===== src/rtl/fetch_arbiter_ctrl_if.sv =====
// Bus bundle between fetch_arbiter_ctrl and its neighbours: PC/branch logic,
// decode, the load unit and the instruction ROM read port.
interface fetch_arbiter_ctrl_if #(
    parameter int ADDR_W = 14
);
    logic              stall_i;
    logic              redirect_i;
    logic [31:0]       redirect_pc_i;
    logic              dreq_valid_i;
    logic [ADDR_W-1:0] dreq_addr_i;
    logic              dreq_ready_o;
    logic [ADDR_W-1:0] rom_addr_o;
    logic [31:0]       rom_data_i;
    logic [31:0]       inst_o;
    logic [31:0]       inst_pc_o;
    logic              inst_valid_o;
    logic              drsp_valid_o;
    logic [31:0]       drsp_data_o;

    // Controller side
    modport slave (
        input  stall_i, redirect_i, redirect_pc_i, dreq_valid_i, dreq_addr_i, rom_data_i,
        output dreq_ready_o, rom_addr_o, inst_o, inst_pc_o, inst_valid_o,
        output drsp_valid_o, drsp_data_o
    );

    // Environment side (pipeline, load unit, ROM)
    modport master (
        output stall_i, redirect_i, redirect_pc_i, dreq_valid_i, dreq_addr_i, rom_data_i,
        input  dreq_ready_o, rom_addr_o, inst_o, inst_pc_o, inst_valid_o,
        input  drsp_valid_o, drsp_data_o
    );
endinterface


===== src/rtl/fetch_arbiter_ctrl.sv =====
// Fetch / data arbiter for the single-port synchronous instruction ROM.
// Owns the fetch PC, applies redirects, tags every ROM access so the
// returning word is routed to decode or to the load unit, and absorbs
// decode back-pressure with a one-entry skid buffer.
module fetch_arbiter_ctrl #(
    parameter int          ADDR_W   = 14,
    parameter logic [31:0] RESET_PC = 32'h0
) (
    input logic                 clk,
    input logic                 rst,
    fetch_arbiter_ctrl_if.slave bus
);

    localparam logic [1:0] ST_BOOT = 2'd0;
    localparam logic [1:0] ST_RUN  = 2'd1;
    localparam logic [1:0] ST_HOLD = 2'd2;

    localparam logic RR_FETCH = 1'b0;
    localparam logic RR_DATA  = 1'b1;

    logic [1:0]        state_q, state_d;
    logic [31:0]       fetch_pc_q, fetch_pc_d;
    logic              rr_q, rr_d;
    logic              epoch_q, epoch_d;
    logic [ADDR_W-1:0] rom_addr_q, rom_addr_d;

    logic              tag_valid_q, tag_valid_d;
    logic              tag_data_q, tag_data_d;
    logic [31:0]       tag_pc_q, tag_pc_d;
    logic              tag_epoch_q, tag_epoch_d;

    logic              skid_valid_q, skid_valid_d;
    logic [31:0]       skid_inst_q, skid_inst_d;
    logic [31:0]       skid_pc_q, skid_pc_d;

    logic [31:0]       inst_q, inst_d;
    logic [31:0]       inst_pc_q, inst_pc_d;
    logic              inst_valid_q, inst_valid_d;
    logic              drsp_valid_q, drsp_valid_d;
    logic [31:0]       drsp_data_q, drsp_data_d;

    logic              fetch_elig, data_elig;
    logic              grant_fetch, grant_data;
    logic [31:0]       issue_pc;
    logic              fetch_ret;

    assign fetch_elig = (state_q == ST_RUN) && !bus.stall_i;
    assign data_elig  = bus.dreq_valid_i && (state_q != ST_BOOT);

    // A word returning this cycle belongs to decode only if it was issued in the
    // current epoch and no redirect is flushing the stream right now.
    assign fetch_ret = tag_valid_q && !tag_data_q && (tag_epoch_q == epoch_q) && !bus.redirect_i;

    // Pick this cycle's ROM owner: redirect first (even during boot, so a
    // redirect is never lost), then round-robin when both sides want the port.
    always_comb begin
        grant_fetch = 1'b0;
        grant_data  = 1'b0;
        issue_pc    = fetch_pc_q;
        fetch_pc_d  = fetch_pc_q;
        rr_d        = rr_q;
        if (bus.redirect_i) begin
            grant_fetch = 1'b1;
            issue_pc    = bus.redirect_pc_i;
            fetch_pc_d  = bus.redirect_pc_i + 32'd4;
        end else if (fetch_elig && data_elig) begin
            if (rr_q == RR_FETCH) begin
                grant_data = 1'b1;
                rr_d       = RR_DATA;
            end else begin
                grant_fetch = 1'b1;
                rr_d        = RR_FETCH;
            end
        end else if (fetch_elig) begin
            grant_fetch = 1'b1;
        end else if (data_elig) begin
            grant_data = 1'b1;
        end
        if (grant_fetch && !bus.redirect_i) begin
            fetch_pc_d = fetch_pc_q + 32'd4;
        end
        if (grant_fetch) begin
            rom_addr_d = issue_pc[ADDR_W+1:2];
        end else if (grant_data) begin
            rom_addr_d = bus.dreq_addr_i;
        end else begin
            rom_addr_d = rom_addr_q;
        end
        epoch_d     = epoch_q ^ bus.redirect_i;
        tag_valid_d = grant_fetch || grant_data;
        tag_data_d  = grant_data;
        tag_pc_d    = issue_pc;
        tag_epoch_d = epoch_d;
    end

    // Route returning fetch words into decode or the skid; the skid always drains first.
    always_comb begin
        inst_d       = inst_q;
        inst_pc_d    = inst_pc_q;
        inst_valid_d = inst_valid_q;
        skid_valid_d = skid_valid_q;
        skid_inst_d  = skid_inst_q;
        skid_pc_d    = skid_pc_q;
        if (bus.redirect_i) begin
            inst_valid_d = 1'b0;
            skid_valid_d = 1'b0;
        end else if (!bus.stall_i) begin
            if (skid_valid_q) begin
                inst_d       = skid_inst_q;
                inst_pc_d    = skid_pc_q;
                inst_valid_d = 1'b1;
                skid_valid_d = fetch_ret;
                skid_inst_d  = bus.rom_data_i;
                skid_pc_d    = tag_pc_q;
            end else if (fetch_ret) begin
                inst_d       = bus.rom_data_i;
                inst_pc_d    = tag_pc_q;
                inst_valid_d = 1'b1;
            end else begin
                inst_valid_d = 1'b0;
            end
        end else if (fetch_ret) begin
            if (!inst_valid_q) begin
                inst_d       = bus.rom_data_i;
                inst_pc_d    = tag_pc_q;
                inst_valid_d = 1'b1;
            end else begin
                skid_valid_d = 1'b1;
                skid_inst_d  = bus.rom_data_i;
                skid_pc_d    = tag_pc_q;
            end
        end
    end

    // Data responses are never flushed; the data word simply latches until the next one.
    always_comb begin
        drsp_valid_d = tag_valid_q && tag_data_q;
        drsp_data_d  = drsp_valid_d ? bus.rom_data_i : drsp_data_q;
    end

    // BOOT lasts one cycle; afterwards HOLD simply mirrors a full skid so no fetch can overflow it.
    always_comb begin
        case (state_q)
            ST_BOOT: state_d = ST_RUN;
            default: state_d = skid_valid_d ? ST_HOLD : ST_RUN;
        endcase
    end

    // State registers; reset drops every in-flight tag so nothing is delivered afterwards.
    always_ff @(posedge clk or negedge rst) begin
        if (!rst) begin
            state_q      <= ST_BOOT;
            fetch_pc_q   <= RESET_PC;
            rr_q         <= RR_FETCH;
            epoch_q      <= 1'b0;
            rom_addr_q   <= '0;
            tag_valid_q  <= 1'b0;
            tag_data_q   <= 1'b0;
            tag_pc_q     <= 32'h0;
            tag_epoch_q  <= 1'b0;
            skid_valid_q <= 1'b0;
            skid_inst_q  <= 32'h0;
            skid_pc_q    <= 32'h0;
            inst_q       <= 32'h0;
            inst_pc_q    <= 32'h0;
            inst_valid_q <= 1'b0;
            drsp_valid_q <= 1'b0;
            drsp_data_q  <= 32'h0;
        end else begin
            state_q      <= state_d;
            fetch_pc_q   <= fetch_pc_d;
            rr_q         <= rr_d;
            epoch_q      <= epoch_d;
            rom_addr_q   <= rom_addr_d;
            tag_valid_q  <= tag_valid_d;
            tag_data_q   <= tag_data_d;
            tag_pc_q     <= tag_pc_d;
            tag_epoch_q  <= tag_epoch_d;
            skid_valid_q <= skid_valid_d;
            skid_inst_q  <= skid_inst_d;
            skid_pc_q    <= skid_pc_d;
            inst_q       <= inst_d;
            inst_pc_q    <= inst_pc_d;
            inst_valid_q <= inst_valid_d;
            drsp_valid_q <= drsp_valid_d;
            drsp_data_q  <= drsp_data_d;
        end
    end

    assign bus.rom_addr_o   = rom_addr_d;
    assign bus.dreq_ready_o = grant_data;
    assign bus.inst_o       = inst_q;
    assign bus.inst_pc_o    = inst_pc_q;
    assign bus.inst_valid_o = inst_valid_q;
    assign bus.drsp_valid_o = drsp_valid_q;
    assign bus.drsp_data_o  = drsp_data_q;

endmodule


===== src/flat_wrapper.sv =====
// flat-port wrapper written by rule: the top's interface ports become plain ports
module fetch_arbiter_ctrl_flat 
#(
    parameter int          ADDR_W   = 14,
    parameter logic [31:0] RESET_PC = 32'h0
)
  (clk, rst, bus_stall_i, bus_redirect_i, bus_redirect_pc_i, bus_dreq_valid_i, bus_dreq_addr_i, bus_rom_data_i, bus_dreq_ready_o, bus_rom_addr_o, bus_inst_o, bus_inst_pc_o, bus_inst_valid_o, bus_drsp_valid_o, bus_drsp_data_o);
  fetch_arbiter_ctrl_if #(.ADDR_W(ADDR_W)) bus_i ();
  input logic clk;
  input logic rst;
  input wire logic [$bits(bus_i.stall_i)-1:0] bus_stall_i;
  input wire logic [$bits(bus_i.redirect_i)-1:0] bus_redirect_i;
  input wire logic [$bits(bus_i.redirect_pc_i)-1:0] bus_redirect_pc_i;
  input wire logic [$bits(bus_i.dreq_valid_i)-1:0] bus_dreq_valid_i;
  input wire logic [$bits(bus_i.dreq_addr_i)-1:0] bus_dreq_addr_i;
  input wire logic [$bits(bus_i.rom_data_i)-1:0] bus_rom_data_i;
  output wire logic [$bits(bus_i.dreq_ready_o)-1:0] bus_dreq_ready_o;
  output wire logic [$bits(bus_i.rom_addr_o)-1:0] bus_rom_addr_o;
  output wire logic [$bits(bus_i.inst_o)-1:0] bus_inst_o;
  output wire logic [$bits(bus_i.inst_pc_o)-1:0] bus_inst_pc_o;
  output wire logic [$bits(bus_i.inst_valid_o)-1:0] bus_inst_valid_o;
  output wire logic [$bits(bus_i.drsp_valid_o)-1:0] bus_drsp_valid_o;
  output wire logic [$bits(bus_i.drsp_data_o)-1:0] bus_drsp_data_o;
  assign bus_i.stall_i = bus_stall_i;
  assign bus_i.redirect_i = bus_redirect_i;
  assign bus_i.redirect_pc_i = bus_redirect_pc_i;
  assign bus_i.dreq_valid_i = bus_dreq_valid_i;
  assign bus_i.dreq_addr_i = bus_dreq_addr_i;
  assign bus_i.rom_data_i = bus_rom_data_i;
  assign bus_dreq_ready_o = bus_i.dreq_ready_o;
  assign bus_rom_addr_o = bus_i.rom_addr_o;
  assign bus_inst_o = bus_i.inst_o;
  assign bus_inst_pc_o = bus_i.inst_pc_o;
  assign bus_inst_valid_o = bus_i.inst_valid_o;
  assign bus_drsp_valid_o = bus_i.drsp_valid_o;
  assign bus_drsp_data_o = bus_i.drsp_data_o;
  fetch_arbiter_ctrl #(.ADDR_W(ADDR_W), .RESET_PC(RESET_PC)) u_core (.clk(clk), .rst(rst), .bus(bus_i));
endmodule

===== config.mk =====
export PLATFORM = sky130hd
export DESIGN_NAME = fetch_arbiter_ctrl_flat
export DESIGN_NICKNAME = d
export VERILOG_FILES = /design/src/rtl/fetch_arbiter_ctrl_if.sv /design/src/rtl/fetch_arbiter_ctrl.sv /design/src/flat_wrapper.sv
export SDC_FILE = /design/constraint.sdc
export NUM_CORES = 1
export LEC_CHECK = 0
export CORE_ASPECT_RATIO = 0.5
export CORE_MARGIN = 1.5
export CORE_UTILIZATION = 53
export CTS_CLUSTER_SIZE = 10
export DETAILED_ROUTE_END_ITERATION = 6
export PLACE_DENSITY = 0.78
export SYNTH_ARGS = -nofsm -noshare
export SYNTH_HDL_FRONTEND = slang
export SYNTH_SLANG_ARGS = --single-unit

===== constraint.sdc =====
create_clock -name clk -period 4.1 [get_ports clk]
set_input_delay 0.41 -clock clk [delete_from_list [all_inputs] [get_ports clk]]
set_output_delay 0.41 -clock clk [all_outputs]
set_load 0.01 [all_outputs]

# After elaboration in Yosys (flattened, before gate mapping)
# Cells that the tools add are included.
# totals
ramBits	0
reg_bits	246
latchBits	0
mem_bits_ro	0
inputBits	83
n_memories	0
# classes
n_eq_ne	5
shifts	0
multipliers	0
n_lt_le_gt_ge	0
bitwise_logic	1
addsub	2
mux	44
n_reduce_logical	19
div_mod_pow	0
# op_table
op	n
32-bit 2-to-1 mux	21
32-bit by 3-bit adder with 32-bit output, second input constant	2
14-bit 2-to-1 mux	2
1-bit 2-to-1 mux	19
4-bit AND reduction	2
2-bit nonzero test	4
1-bit logical AND	7
2-bit 2-to-1 mux	2
2-bit by 1-bit inequality test with 1-bit output, second input constant	2
1-bit zero test	3
3-bit by 1-bit inequality test with 1-bit output, second input constant	1
2-bit by 1-bit == test with 1-bit output, second input constant	1
2-bit zero test	1
2-bit inequality test, second input constant	1
2-bit AND reduction	1
1-bit logical OR	1
1-bit inverter	1

# Logic depth before layout (Yosys ltp)
# Gate-level depths: netlist of the first run.
# depth
ltp_word	8
ltp_mapped	14

# Least setup slack after synthesis of the first run
# OpenSTA, ideal clock, no wires.
# synth_timing
path_type	reg-to-reg
start	reg u_core.state_q[1]
end	reg u_core.fetch_pc_q[24]
t_arrival_ns	3.317
path_slack_ns	0.706
required_time_ns	4.022
stages_incl_launch_ff	15
period_less_slack_ns	3.394
cell_sequence	dfrtp_1 or3b_1 buf_6 nor3_4 clkbuf_1 nand2_1 nand2_1 ha_1 clkbuf_1 nand3_1 or4_1 nor4b_1 o21ai_1 xor2_1 a21oi_1
# synth_via
elab_chain_len	7
# synth_lines
element	line	source
start, declared	fetch_arbiter_ctrl.sv:21	logic [1:0] state_q, state_d;
start signal, assigned	fetch_arbiter_ctrl.sv:170	state_q <= state_d;
2-bit by 1-bit == test with 1-bit output or 2-bit nonzero test (tied branches)	fetch_arbiter_ctrl.sv:47, fetch_arbiter_ctrl.sv:48	
1-bit logical AND (on tied branches)	fetch_arbiter_ctrl.sv:47, fetch_arbiter_ctrl.sv:48	
1-bit 2-to-1 mux or 1-bit logical AND (tied branches)	fetch_arbiter_ctrl.sv:74, fetch_arbiter_ctrl.sv:66	
1-bit 2-to-1 mux (*)	fetch_arbiter_ctrl.sv:66	end else if (fetch_elig && data_elig) begin
1-bit 2-to-1 mux (*)	fetch_arbiter_ctrl.sv:62	if (bus.redirect_i) begin
1-bit logical AND (*)	fetch_arbiter_ctrl.sv:79	if (grant_fetch && !bus.redirect_i) begin
32-bit 2-to-1 mux or 2-bit nonzero test (tied branches)	n/a	
end signal, assigned	fetch_arbiter_ctrl.sv:171	fetch_pc_q <= fetch_pc_d;
end, declared	fetch_arbiter_ctrl.sv:22	logic [31:0] fetch_pc_q, fetch_pc_d;
# Every way passes the cells marked *; elsewhere a longest branch is shown, timed or not.
# A chain may end at the register's enable or synchronous reset.

# Worst setup path after layout of the first run
# layout_timing
start	in bus_dreq_valid_i
end	out bus_rom_addr_o[13]
# layout_via
elab_chain_len	7
# layout_lines
element	line	source
start, declared	flat_wrapper.sv:14	input wire logic [$bits(bus_i.dreq_valid_i)-1:0] bus_dreq_valid_i;
1-bit logical AND (*)	fetch_arbiter_ctrl.sv:48	assign data_elig = bus.dreq_valid_i && (state_q != ST_BOOT);
1-bit 2-to-1 mux	fetch_arbiter_ctrl.sv:76	end else if (data_elig) begin
1-bit 2-to-1 mux	fetch_arbiter_ctrl.sv:74	end else if (fetch_elig) begin
1-bit 2-to-1 mux	fetch_arbiter_ctrl.sv:66	
1-bit 2-to-1 mux	fetch_arbiter_ctrl.sv:62	
14-bit 2-to-1 mux	fetch_arbiter_ctrl.sv:84	end else if (grant_data) begin
14-bit 2-to-1 mux (*)	fetch_arbiter_ctrl.sv:82	if (grant_fetch) begin
end, declared	flat_wrapper.sv:18	output wire logic [$bits(bus_i.rom_addr_o)-1:0] bus_rom_addr_o;
# Marks and branches as above.

==> flow_metrics.env, run 1 <==
export IMPL_holdWs_ns=0.279
export IMPL_hp_class="input port to register"
export IMPL_yosys_register_bits=246
export IMPL_core_um2=20800
export IMPL_cts_tree="yes"
export IMPL_synth_top_area_share_pct=54.2
export IMPL_synth_ff_type="dfrtp_1"
export IMPL_crit_slowest_cell="clkdlybuf4s50_1"
export IMPL_die_height_um=107
export IMPL_antenna_found_initial=2
export IMPL_post_place_ws_ns=0.392
export IMPL_overflow=0
export IMPL_power_density_nw_per_um2=579
export IMPL_synth_edff_count=0
export IMPL_fin_skew_ns=0.0142
export IMPL_yosys_top_cells_count="246 x dfrtp_1, 129 x mux2_2, 108 x nor2_1, 81 x mux2i_1, 77 x a21oi_1"
export IMPL_post_cts_buffers=0
export IMPL_synth_area_um2=11400
export IMPL_critical_path_max_fanout=33
export IMPL_final_setup_tns_ns=0
export IMPL_die_width_um=210
export IMPL_dieArea_um2=22400
export IMPL_io_buffer_count=195
export IMPL_ir_drop_v=0.000309
export IMPL_yosysSeqAreaShare_pct=54.2
export IMPL_synth_area_per_cell_um2=11.4
export IMPL_highest_layer="met4"
export IMPL_synth_top_cells_by_area="dfrtp_1 54%, mux2_2 13%, mux2i_1 7.1%, nor2_1 3.6%, a21oi_1 3.4%"
export IMPL_grt_pass1_vias=8443
export IMPL_power_mw=8.32
export IMPL_synth_cells=996
export IMPL_cts_resized=0
export IMPL_synth_largest_area_cell="dfrtp_1"
export IMPL_routed_wirelength_um=27700
export IMPL_place_gp_congestion=0.901
export IMPL_wl_per_cell_um=19.0
export IMPL_avgViaCountPerCell=5.80
export IMPL_status="complete, no violations"
export IMPL_slew_violations=0
export IMPL_worstMarginPinSlew_ns=1.17
export IMPL_clkLatencyLatePin_ns=0.55
export IMPL_critPathRequiredTime_ns=3.69
export IMPL_final_period_utilization_pct=85.5
export IMPL_route_met2_wl_um=12900
export IMPL_drcViolationCount=0
export IMPL_grt_max_degree=114
export IMPL_ys_types=62
export IMPL_cts_sinks=246
export IMPL_area_growth_pct=26.4
export IMPL_drive_gt1_share_pct=16.7
export IMPL_via_count=8450
export IMPL_path_clk_slew_ns=0.06
export IMPL_clk_path_buf_depth=3
export IMPL_diodes=0
export IMPL_grt_pass1_wl_um=44700
export IMPL_num_rows=37
export IMPL_path_delay_family="buffers and inverters"
export IMPL_h_tree_depth=1
export IMPL_relSlewSlack_pct=21.7
export IMPL_ctsHoldBuffers=1
export IMPL_rsz0062_at_grt="false"
export IMPL_start_kind="input port"
export IMPL_dp_hpwl_um=18800
export IMPL_max_stage_delay_ns=0.59
export IMPL_drt_pass1_iter_count=7
export IMPL_ys_warn_count=0
export IMPL_num_io_pins=196
export IMPL_wl_met1_um=12800
export IMPL_drv_cap=0
export IMPL_final_core_util_pct=69.1
export IMPL_period_needed_ns=3.51
export IMPL_final_hold_viol_count=0
export IMPL_yosysMostFrequentCell="dfrtp_1"
export IMPL_drt_iter0_markers=657
export IMPL_postRouteAntennaNets=0
export IMPL_crit_buf_inv=3
export IMPL_cp_end_kind="primary output"
export IMPL_start_util_pct=54.7
export IMPL_cp_startpoint="bus_dreq_valid_i"
export IMPL_numCtsBuffers=28
export IMPL_fmax_mhz=285
export IMPL_setup_viol=0
export IMPL_setup_slack_ns=0.594
export IMPL_p_leak_nw=5.71
export IMPL_grt_usage_pct=25.1
export IMPL_hold_path_startpoint="bus_redirect_i"
export IMPL_cp_arrival_ns=3.10
export IMPL_synthesis_nets=1080
export IMPL_wl_met3_um=1570
export IMPL_cts_root_buffer="clkbuf_16"
export IMPL_nets=1268
export IMPL_rr_startpoint="u_core.state_q[1]"
export IMPL_critical_path_class="input port to primary output"
export IMPL_crit_chain="clkdlybuf4s50_1 -> nor2b_1 -> nor2_1 -> nor2_2 -> buf_4 -> nor2_1 -> a31oi_1 -> clkdlybuf4s50_1"
export IMPL_synth_async_sr_flop_share_pct=100
==> logic make-up after synthesis <==
family / after synthesis / share of synthesized area (%)
compound gates: 148 / 8.15
xor+xnor: 40 / 3.08
fa+ha+maj: 1 / 0.110
buf+inv: 66 / 2.32
flops: 246 / 54.2
mux: 212 / 20.2
simple gates: 283 / 12.0
==> registers in the layout, indices dropped and copies added, names as in the netlist <==
| signal | cells |
|---|---|
| u_core.rr_q | 1 |
| u_core.tag_valid_q | 1 |
| u_core.fetch_pc_q | 32 |
| u_core.skid_pc_q | 32 |
| u_core.bus.inst_o | 32 |
| u_core.tag_data_q | 1 |
| u_core.skid_inst_q | 32 |
| u_core.state_q | 2 |
| u_core.bus.inst_valid_o | 1 |
| u_core.bus.drsp_valid_o | 1 |
| u_core.bus.drsp_data_o | 32 |
| u_core.tag_pc_q | 32 |
| u_core.skid_valid_q | 1 |
| u_core.rom_addr_q | 14 |
| u_core.bus.inst_pc_o | 32 |
==> report_power, final <==
| group | switching (mW) | leakage, nW | internal (mW) | total, mW |
|---|---|---|---|---|
| clock | 0.914 | 0.366 | 1.26 | 2.17 |
| combinational | 1.08 | 2.50 | 1.40 | 2.48 |
| sequential | 0.439 | 2.85 | 3.22 | 3.66 |
| total | 2.44 | 5.71 | 5.88 | 8.32 |
==> layer usage <==
layer	track usage, %	vias up
met3	4.11	45
met2	39.6	286
met1	36.5	4210
li1	-	3909
met4	6.27	0
met5	0	-
==> final timing paths <==
| path | endpoint | slack [ns] | cells after the start |
|---|---|---|---|
| worst max-delay path | bus_rom_addr_o[13] | 0.59 | 8 |
| worst min-delay path | u_core.fetch_pc_q[14] | 0.28 | 2 |
| worst max register to register | u_core.fetch_pc_q[24] | 0.74 | 11 |
| worst min register to register | u_core.skid_pc_q[4] | 0.50 | 1 |
| max in group asynchronous | u_core.bus.inst_valid_o | 2.48 | 3 |
| min in group asynchronous | u_core.fetch_pc_q[29] | 0.48 | 2 |
==> placed cells by master (no fill, tap or decap), drive strengths merged, types with 2 or more instances in the layout <==
| cell | synthesis | layout |
|---|---|---|
| and3 | 3 | 3 |
| a22oi | 2 | 2 |
| clkdlybuf4s50 | 0 | 193 |
| nor4b | 2 | 2 |
| a21oi | 77 | 77 |
| nand4 | 22 | 22 |
| clkbuf | 40 | 28 |
| and4 | 5 | 5 |
| o211ai | 4 | 4 |
| o21ai | 14 | 14 |
| nor2 | 108 | 108 |
| a311oi | 3 | 3 |
| a311o | 2 | 2 |
| buf | 16 | 20 |
| nand3 | 15 | 15 |
| and2 | 4 | 4 |
| xor2 | 13 | 13 |
| a2111oi | 2 | 2 |
| mux2 | 129 | 129 |
| nand2b | 3 | 3 |
| nor4 | 11 | 11 |
| xnor2 | 27 | 27 |
| nand4b | 2 | 2 |
| dfrtp | 246 | 246 |
| nor3b | 3 | 3 |
| mux2i | 83 | 83 |
| o21a | 3 | 3 |
| nor3 | 16 | 16 |
| a211o | 4 | 4 |
| inv | 10 | 10 |
| nor2b | 8 | 8 |
| or4 | 2 | 2 |
| a21o | 5 | 5 |
| nand2 | 75 | 75 |
| a211oi | 5 | 5 |
| a31oi | 20 | 20 |
==> cell type report <==
cell class / instances / area [um^2]
well taps: 273 / 342
multi-input cells: 684 / 4980
fillers: 1482 / 6420
clock buffers: 28 / 701
flip-flops and latches: 246 / 6160
clock inverters: 2 / 46.3
inverters: 10 / 37.5
repair buffers: 214 / 2110
==> through the flow <==
stage                     area, um^2  instances
after floorplan                11400        996
after global placement         13600       1426
after detailed placement       13600       1426
after CTS                      14400       1457
after global routing           14400       1457
final                          14400       1457
==> worst register-to-register path, stage by stage, from the launching register on <==
cell and delay, ns:
dfrtp_1 0.43, or3b_1 0.54, nor3_4 0.24, nand2_1 0.07, nand2_1 0.08, ha_1 0.30
nand3_1 0.19, or4_1 0.54, nor4b_1 0.45, o21ai_1 0.15, xor2_1 0.16, a21oi_1 0.14
No activity file was read; power rests on OpenSTA's default activity.
==> run 2, diff against run 1 <==
==> constraint.sdc (replaced) <==
create_clock -name clk -period 4.1 [get_ports clk]
set_input_delay 0.82 -clock clk [delete_from_list [all_inputs] [get_ports clk]]
set_output_delay 0.82 -clock clk [all_outputs]
set_load 0.01 [all_outputs]
==> run 2 against run 1 <==
Against the previous run: clock skew decreased by 0.0027 ns; register-to-register slack better by 0.06 ns; combinational power hardly changed; sequential cell count unchanged; critical endpoint is now bus_rom_addr_o[0].
==> flow_metrics.env, run 2 (synthesis results as in run 1) <==
export IMPL_status="complete, no violations"
export IMPL_final_period_utilization_pct=97.1
export IMPL_dp_cells=1431
export IMPL_drive_gt1_share_pct=17.3
export IMPL_cts_tree="yes"
export IMPL_path_delay_family="buffers and inverters"
export IMPL_drv_cap=0
export IMPL_relSlewSlack_pct=47.3
export IMPL_via_count=8466
export IMPL_cts_sinks=246
export IMPL_cts_root_buffer="clkbuf_16"
export IMPL_io_buffer_count=195
export IMPL_crit_slowest_cell="clkdlybuf4s50_1"
export IMPL_num_rows=37
export IMPL_dp_hpwl_um=18600
export IMPL_final_hold_viol_count=0
export IMPL_worstReg2RegEnd="u_core.fetch_pc_q[24]"
export IMPL_antenna_found_initial=2
export IMPL_clk_path_buf_depth=3
export IMPL_cp_startpoint="bus_stall_i"
export IMPL_critPathRequiredTime_ns=3.28
export IMPL_grt_max_degree=89
export IMPL_wl_per_cell_um=18.9
export IMPL_dieArea_um2=22400
export IMPL_cp_endpoint="bus_rom_addr_o[0]"
export IMPL_critical_path_max_fanout=17
export IMPL_start_kind="input port"
export IMPL_overflow=0
export IMPL_period_needed_ns=3.98
export IMPL_final_setup_tns_ns=0
export IMPL_fmax_mhz=251
export IMPL_layout_common_cells="246 x dfrtp_1, 193 x clkdlybuf4s50_1, 129 x mux2_2"
export IMPL_hp_class="input port to async pin"
export IMPL_core_um2=20800
export IMPL_ir_drop_v=0.000294
export IMPL_postRouteAntennaNets=0
export IMPL_start_util_pct=54.7
export IMPL_path_depth=6
export IMPL_drt_iter0_markers=709
export IMPL_final_common_cell="dfrtp_1"
export IMPL_cp_end_kind="primary output"
export IMPL_reg2regPathDepth=12
export IMPL_ctsHoldBuffers=0
export IMPL_numCtsBuffers=28
export IMPL_nets=1273
export IMPL_die_width_um=210
export IMPL_drcViolationCount=0
export IMPL_avgViaCountPerCell=5.79
export IMPL_crit_chain="clkdlybuf4s50_1 -> or3b_1 -> nor2_2 -> nor2_2 -> a31oi_1 -> clkdlybuf4s50_1"
export IMPL_setup_viol=0
export IMPL_num_io_pins=196
export IMPL_crit_buf_inv=2
export IMPL_diodes=0
export IMPL_grt_pass1_wl_um=44800
export IMPL_die_height_um=107
export IMPL_setup_slack_ns=0.118
export IMPL_routed_wirelength_um=27700
export IMPL_max_stage_delay_ns=0.59
export IMPL_critical_path_class="input port to primary output"
export IMPL_worstMarginPinSlew_ns=0.790
export IMPL_grt_pass1_vias=8460
export IMPL_fin_skew_ns=0.0115
export IMPL_clkLatencyLatePin_ns=0.54
export IMPL_power_mw=8.35
export IMPL_area_growth_pct=27.3
export IMPL_drt_pass1_iter_count=5
export IMPL_post_cts_buffers=0
export IMPL_ff2ff_setup_slack_ns=0.80
export IMPL_p_leak_nw=5.75
export IMPL_place_gp_congestion=0.938
export IMPL_slew_violations=0
export IMPL_grt_usage_pct=25.1
export IMPL_cp_arrival_ns=3.16
export IMPL_power_density_nw_per_um2=577
export IMPL_post_place_ws_ns=-0.330
export IMPL_finalNonFillerCells=1462
export IMPL_path_clk_slew_ns=0.05
export IMPL_rr_startpoint="u_core.state_q[1]"
export IMPL_h_tree_depth=1
## run 2: metal layers
metal / track usage (%) / share of wire, % / vias up
li1: - / - / 3942
met1: 36.6 / 46 / 4222
met2: 40.2 / 47 / 264
met3: 3.84 / 5.2 / 38
met4: 5.04 / 1.5 / 0
met5: 0 / 0 / -
## run 2: worst min path at each step
stage                                    start                       end  slack [ns]
after CTS                                  rst  u_core.bus.inst_pc_o[30]        0.32
final                                      rst     u_core.fetch_pc_q[27]        0.28
after detailed placement   u_core.tag_pc_q[11]      u_core.skid_pc_q[11]        0.49
after floorplan           u_core.fetch_pc_q[1]      u_core.fetch_pc_q[1]        0.48
after global routing                       rst     u_core.fetch_pc_q[27]        0.33
after global placement      u_core.tag_pc_q[0]       u_core.skid_pc_q[0]        0.48
## run 2: where the power goes
group | switching (mW) | leakage (nW) | internal [mW]
clock | 0.912 | 0.366 | 1.26
combinational | 1.10 | 2.53 | 1.41
sequential | 0.442 | 2.85 | 3.22
## run 2: cell type report
class                      instances  area (um^2)
clock buffer                      28          701
clock inverter                     2         46.3
fill                            1495         6310
inverter                          10         41.3
multi-input combinational        685         4990
sequential                       246         6160
tap                              273          342
timing repair buffer             218         2200
## run 2: metrics by stage
| step | hold WS [ns] | utilization, % | cell area (um^2) |
|---|---|---|---|
| final | 0.276 | 69.6 | 14500 |
| after global routing | 0.328 | 69.6 | 14500 |
| after CTS | 0.323 | 69.6 | 14500 |
| after detailed placement | 0.491 | 66.0 | 13700 |
| after global placement | 0.484 | 66.0 | 13700 |
| after floorplan | 0.477 | - | 11400 |
## run 2: what timing repair did
| item | in CTS | in global routing |
|---|---|---|
| cloned | 0 | 1 |
| gates resized for setup | 1 | 2 |
| pin swaps | 0 | 1 |
| setup endpoints to repair | 14 | 14 |
